`src/rtl/systolic_feeder_if.sv`:
```
// Handshake and data bundle between a matrix source and the systolic feeder.
interface systolic_feeder_if #(
  parameter int BITWIDTH = 4,
  parameter int N        = 4
);
  logic                               i_start;
  logic [N-1:0][N-1:0][BITWIDTH-1:0]  i_a;
  logic [N-1:0][N-1:0][BITWIDTH-1:0]  i_b;
  logic                               o_ready;
  logic                               o_doProcess;
  logic [N-1:0][BITWIDTH-1:0]         o_row;
  logic [N-1:0][BITWIDTH-1:0]         o_col;
  logic                               o_done;

  // Source side: drives the request and the matrices, observes the streams.
  modport master (
    output i_start, i_a, i_b,
    input  o_ready, o_doProcess, o_row, o_col, o_done
  );

  // Feeder side.
  modport slave (
    input  i_start, i_a, i_b,
    output o_ready, o_doProcess, o_row, o_col, o_done
  );
endinterface

```
`src/rtl/systolic_feeder.sv`:
```
// Captures a matrix pair and streams it diagonally skewed into an NxN
// systolic array: row i of A is delayed by i cycles, column j of B by j.
module systolic_feeder #(
  parameter int BITWIDTH = 4,
  parameter int N        = 4
) (
  input  logic           i_clk,
  input  logic           i_rst_n,
  systolic_feeder_if.slave bus
);

  typedef enum logic [1:0] {IDLE, FEED, FLUSH, DONE} state_t;

  localparam int TW = $clog2(3 * N - 2);
  localparam logic [TW-1:0] FEED_LAST  = TW'(2 * N - 2);
  localparam logic [TW-1:0] FLUSH_LAST = TW'(3 * N - 3);

  state_t state_q, state_d;
  logic [TW-1:0] t_q, t_d;
  logic [N-1:0][N-1:0][BITWIDTH-1:0] a_q, a_d;
  logic [N-1:0][N-1:0][BITWIDTH-1:0] b_q, b_d;
  logic [N-1:0][BITWIDTH-1:0] row_q, row_d;
  logic [N-1:0][BITWIDTH-1:0] col_q, col_d;
  logic do_process_q, do_process_d;
  logic done_q, done_d;
  logic ready_q, ready_d;

  // Next state, step counter and matrix capture; starts outside IDLE are ignored.
  always_comb begin
    state_d = state_q;
    t_d     = t_q;
    a_d     = a_q;
    b_d     = b_q;
    unique case (state_q)
      IDLE: begin
        if (bus.i_start) begin
          state_d = FEED;
          t_d     = '0;
          a_d     = bus.i_a;
          b_d     = bus.i_b;
        end
      end
      FEED: begin
        t_d = t_q + TW'(1);
        if (t_q == FEED_LAST) state_d = FLUSH;
      end
      FLUSH: begin
        if (t_q == FLUSH_LAST) begin
          state_d = DONE;
          t_d     = '0;
        end else begin
          t_d = t_q + TW'(1);
        end
      end
      DONE: begin
        state_d = IDLE;
      end
      default: begin
        state_d = IDLE;
      end
    endcase
  end

  // Outputs are precomputed from the next state so every output comes straight from a flop.
  always_comb begin
    row_d        = '0;
    col_d        = '0;
    do_process_d = (state_d == FEED) || (state_d == FLUSH);
    done_d       = (state_d == DONE);
    ready_d      = (state_d == IDLE);
    if (do_process_d) begin
      for (int i = 0; i < N; i++) begin
        for (int k = 0; k < N; k++) begin
          if (int'(t_d) == i + k) begin
            row_d[i] = a_d[i][k];
            col_d[i] = b_d[k][i];
          end
        end
      end
    end
  end

  // State and output registers; reset aborts any job and wins over a start.
  always_ff @(posedge i_clk) begin
    if (!i_rst_n) begin
      state_q      <= IDLE;
      t_q          <= '0;
      a_q          <= '0;
      b_q          <= '0;
      row_q        <= '0;
      col_q        <= '0;
      do_process_q <= 1'b0;
      done_q       <= 1'b0;
      ready_q      <= 1'b1;
    end else begin
      state_q      <= state_d;
      t_q          <= t_d;
      a_q          <= a_d;
      b_q          <= b_d;
      row_q        <= row_d;
      col_q        <= col_d;
      do_process_q <= do_process_d;
      done_q       <= done_d;
      ready_q      <= ready_d;
    end
  end

  assign bus.o_row       = row_q;
  assign bus.o_col       = col_q;
  assign bus.o_doProcess = do_process_q;
  assign bus.o_done      = done_q;
  assign bus.o_ready     = ready_q;

endmodule

```
`src/flat_wrapper.sv`:
```
// flat-port wrapper written by rule: the top's interface ports become plain ports
module systolic_feeder_flat 
#(
  parameter int BITWIDTH = 4,
  parameter int N        = 4
)
  (i_clk, i_rst_n, bus_i_start, bus_i_a, bus_i_b, bus_o_ready, bus_o_doProcess, bus_o_row, bus_o_col, bus_o_done);
  systolic_feeder_if #(.BITWIDTH(BITWIDTH), .N(N)) bus_i ();
  input  logic i_clk;
  input  logic i_rst_n;
  input wire logic [$bits(bus_i.i_start)-1:0] bus_i_start;
  input wire logic [$bits(bus_i.i_a)-1:0] bus_i_a;
  input wire logic [$bits(bus_i.i_b)-1:0] bus_i_b;
  output wire logic [$bits(bus_i.o_ready)-1:0] bus_o_ready;
  output wire logic [$bits(bus_i.o_doProcess)-1:0] bus_o_doProcess;
  output wire logic [$bits(bus_i.o_row)-1:0] bus_o_row;
  output wire logic [$bits(bus_i.o_col)-1:0] bus_o_col;
  output wire logic [$bits(bus_i.o_done)-1:0] bus_o_done;
  assign bus_i.i_start = bus_i_start;
  assign bus_i.i_a = bus_i_a;
  assign bus_i.i_b = bus_i_b;
  assign bus_o_ready = bus_i.o_ready;
  assign bus_o_doProcess = bus_i.o_doProcess;
  assign bus_o_row = bus_i.o_row;
  assign bus_o_col = bus_i.o_col;
  assign bus_o_done = bus_i.o_done;
  systolic_feeder #(.BITWIDTH(BITWIDTH), .N(N)) u_core (.i_clk(i_clk), .i_rst_n(i_rst_n), .bus(bus_i));
endmodule
```
`config.mk`:
```
export PLATFORM = sky130hd
export DESIGN_NAME = systolic_feeder_flat
export DESIGN_NICKNAME = d
export VERILOG_FILES = /design/src/rtl/systolic_feeder_if.sv /design/src/rtl/systolic_feeder.sv /design/src/flat_wrapper.sv
export SDC_FILE = /design/constraint.sdc
export NUM_CORES = 1
export LEC_CHECK = 0
export ABC_AREA = 1
export CAP_MARGIN = 20
export CORE_UTILIZATION = 54
export DETAILED_ROUTE_END_ITERATION = 12
export PLACE_DENSITY_LB_ADDON = 0.3
export SLEW_MARGIN = 20
export SYNTH_ARGS = -nofsm -noshare
export SYNTH_HDL_FRONTEND = slang
export SYNTH_SLANG_ARGS = --single-unit
export TNS_END_PERCENT = 50
```
`constraint.sdc`:
```
create_clock -name i_clk -period 5.7 [get_ports i_clk]
set_clock_uncertainty 0.2 [all_clocks]
set_input_delay 0.855 -clock i_clk [delete_from_list [all_inputs] [get_ports i_clk]]
set_output_delay 0.855 -clock i_clk [all_outputs]
set_load 0.005 [all_outputs]
```
==> flow_metrics.py <==
metrics = {
    "clocking": {
        "tritoncts": "done",
        "cts-root-buf": "clkbuf_16",
        "clkTransAtPathRegs_ns": 0.06,
        "h-tree-depth": 4,
        "cts_hold_buf": 0,
        "post-cts-setup-buffer-count": 0,
        "clock_latency_ns": 0.43,
        "clock_sinks": 169,
        "cts_resized": 0,
        "clk_path_buf_depth": 2,
        "cts_buffers": 17,
    },
    "global_routing": {
        "grt_overflow": 0,
        "antenna_found_initial": 0,
        "grt_first_pass_wirelength_microns": 30000,
        "grt_use_total_pct": 27.5,
        "grt_max_degree": 129,
        "first_global_vias": 6053,
    },
    "routing": {
        "drc": 0,
        "routed_via_density": 5.21,
        "wirelength_microns": 18500,
        "vias": 6257,
        "drt-initial-drc-count": 654,
        "drt-pass1-iter-count": 6,
        "ant_nets": 0,
        "wl_per_cell_microns": 15.4,
    },
    "min_path": {
        "hp-start": "u_core.a_q[23]$_SDFF_PN0_",
        "hold_class": "reg -> reg",
    },
    "placed_design": {
        "dp_hpwl_microns": 12000,
        "portBuffers": 165,
        "dp.cells": 1170,
        "place.gp.congestion": 0.848,
    },
    "power_and_ir_drop": {
        "clockPowerShare_pct": 39.1,
        "ir_worst_vdd_v": 0.000207,
        "p_switching_mw": 0.723,
        "sw_frac_of_total_pct": 24.8,
        "combinationalPowerShare_pct": 16.8,
        "p_leak_nw": 4.25,
        "powerDensity_nw_per_um2": 305,
        "power.internal_mw": 2.19,
        "p_seq_share_pct": 44.1,
    },
    "worst_setup_path": {
        "crit_path_end_kind": "flop",
        "arrival_ns": 3.38,
        "crit_fanout": 32,
        "path_cells": "clkdlybuf4s50_1 -> nand2_4 -> inv_1 -> nor3_1 -> ha_1 -> nand2_1 -> clkinv_1 -> nand2_1 -> nor2_1",
        "reg2reg_from": "u_core.t_q[0]$_SDFF_PN0_",
        "cp-start-kind": "primary input",
        "critPathMaxStageDelay_ns": 0.84,
        "required_ns": 5.82,
        "cp_slowest_cell": "clkinv_1",
        "worstSetupStartpoint": "bus_i_start",
        "cp_common_cell": "nand2_1",
        "r2r_slack_ns": 2.55,
        "path_class": "in -> reg",
    },
    "sta": {
        "max_freq_mhz": 307,
        "rsz0062_at_grt": "no",
        "drv_slew": 0,
        "hold_viol_final": 0,
        "timing.hold.ws_ns": 0.288,
        "worst_slew_pin_slew_ns": 1.11,
        "period_minus_slack_ns": 3.26,
        "setup_tns_ns": 0,
        "period_share_pct": 57.2,
        "slew_headroom_pct": 25.9,
        "finalSetupViolations": 0,
    },
    "synthesis": {
        "yosysWarningCount": 0,
        "synth_nets": 1014,
        "syn-cell-area_sq_um": 7290,
        "syn_area_per_cell_sq_um": 8.30,
        "netlist_instances": 878,
        "synth_seq_cells": 169,
        "synth_cell_types": 28,
        "seq_area_frac_synth_pct": 46.4,
    },
    "floorplanning": {
        "die_h_microns": 118,
        "row_count": 42,
        "ios": 166,
        "core-area_sq_um": 13200,
        "initial_core_util_pct": 55.3,
        "die_area_sq_um": 14000,
        "die_w_microns": 118,
    },
    "layout": {
        "layout_commonest_cell": "nor2_1",
        "fin_nets": 1149,
        "syn_to_final_growth_pct": 30.8,
        "diodes": 0,
        "layout-drive-gt1-share_pct": 10.2,
        "finalNonFillerCells": 1202,
        "final_cell_mix": "201 x nor2_1, 169 x dfxtp_1, 165 x clkdlybuf4s50_1",
    },
    "flow_run": {
        "drv_cap": 0,
    },
    "run_status": {
        "status": "completed",
    },
}
## cell usage after synthesis, drive strengths merged
cell type	number	area, sq um
nor2	210	863
inv	62	233
or2	42	263
ha	5	62.6
o21ai	55	298
o21a	40	300
buf	31	181
nand4	2	12.5
mux2i	87	871
nand2	71	312
nor3	2	10.0
a21oi	1	5.00
nand3	80	415
dfxtp	169	3380
clkbuf	21	78.8
## registers in the layout, indices dropped and copies added, names as in the netlist
name / cells
u_core.a_q: 64
u_core.b_q: 64
u_core.bus.o_col: 16
u_core.bus.o_row: 16
u_core.t_q: 4
u_core.state_q: 2
u_core.bus.o_doProcess: 1
u_core.bus.o_done: 1
u_core.bus.o_ready: 1
## per-stage QoR
| stage | power (mW) | utilization, % | setup slack, ns | area (sq um) |
|---|---|---|---|---|
| final | 2.91 | 72.3 | 2.44 | 9530 |
| after floorplan | 1.61 | - | 3.25 | 7290 |
| after CTS | 2.92 | 72.3 | 2.55 | 9530 |
| after global placement | 1.78 | 67.8 | 2.24 | 8940 |
| after global routing | 3.03 | 72.3 | 2.28 | 9530 |
| after detailed placement | 1.79 | 67.8 | 2.13 | 8940 |
## worst max-delay path, delay by kind of cell
kind,cells,cell delay [ns]
buffers and inverters,3,1.35
and+or+nand+nor,5,0.86
adders and majority gates,1,0.28
## final timing paths
check                                   end  depth (start not counted)
max          u_core.bus.o_col[1]$_SDFF_PN0_                          9
min               u_core.a_q[23]$_SDFF_PN0_                          2
max reg2reg  u_core.bus.o_col[1]$_SDFF_PN0_                         11
min reg2reg       u_core.a_q[23]$_SDFF_PN0_                          2
## power groups by stage
stage	Clock (mW)	Sequential [mW]	Combinational (mW)
3_5_place_dp	0	1.31	0.483
2_1_floorplan	0	1.30	0.304
5_1_grt	1.20	1.29	0.535
4_1_cts	1.15	1.28	0.488
3_3_place_gp	0	1.30	0.475
6_report	1.14	1.28	0.490
## per-layer routing
metal	vias up	GRT usage, %	share of wire [%]
met5	-	0	0
met4	0	11.3	2.0
met3	31	6.18	6.7
met2	213	44.7	48
met1	2912	35.3	43
li1	3101	-	-
## logic make-up after synthesis
family / after synthesis / share of synthesized area [%]
DFF: 169 / 46.4
and+or+nand+nor: 407 / 25.7
AOI/OAI and AO/OA: 96 / 8.27
adders and majority gates: 5 / 0.858
muxes: 87 / 11.9
buffers and inverters: 114 / 6.76
## cell type report
cell class	count	area, sq um
tap	176	220
fill	1024	3660
timing repair buffer	168	1690
clock inverter	7	90.1
inverter	62	235
sequential	169	3380
clock buffer	25	495
multi-input combinational	595	3420
No activity file was read; power rests on OpenSTA's default activity.
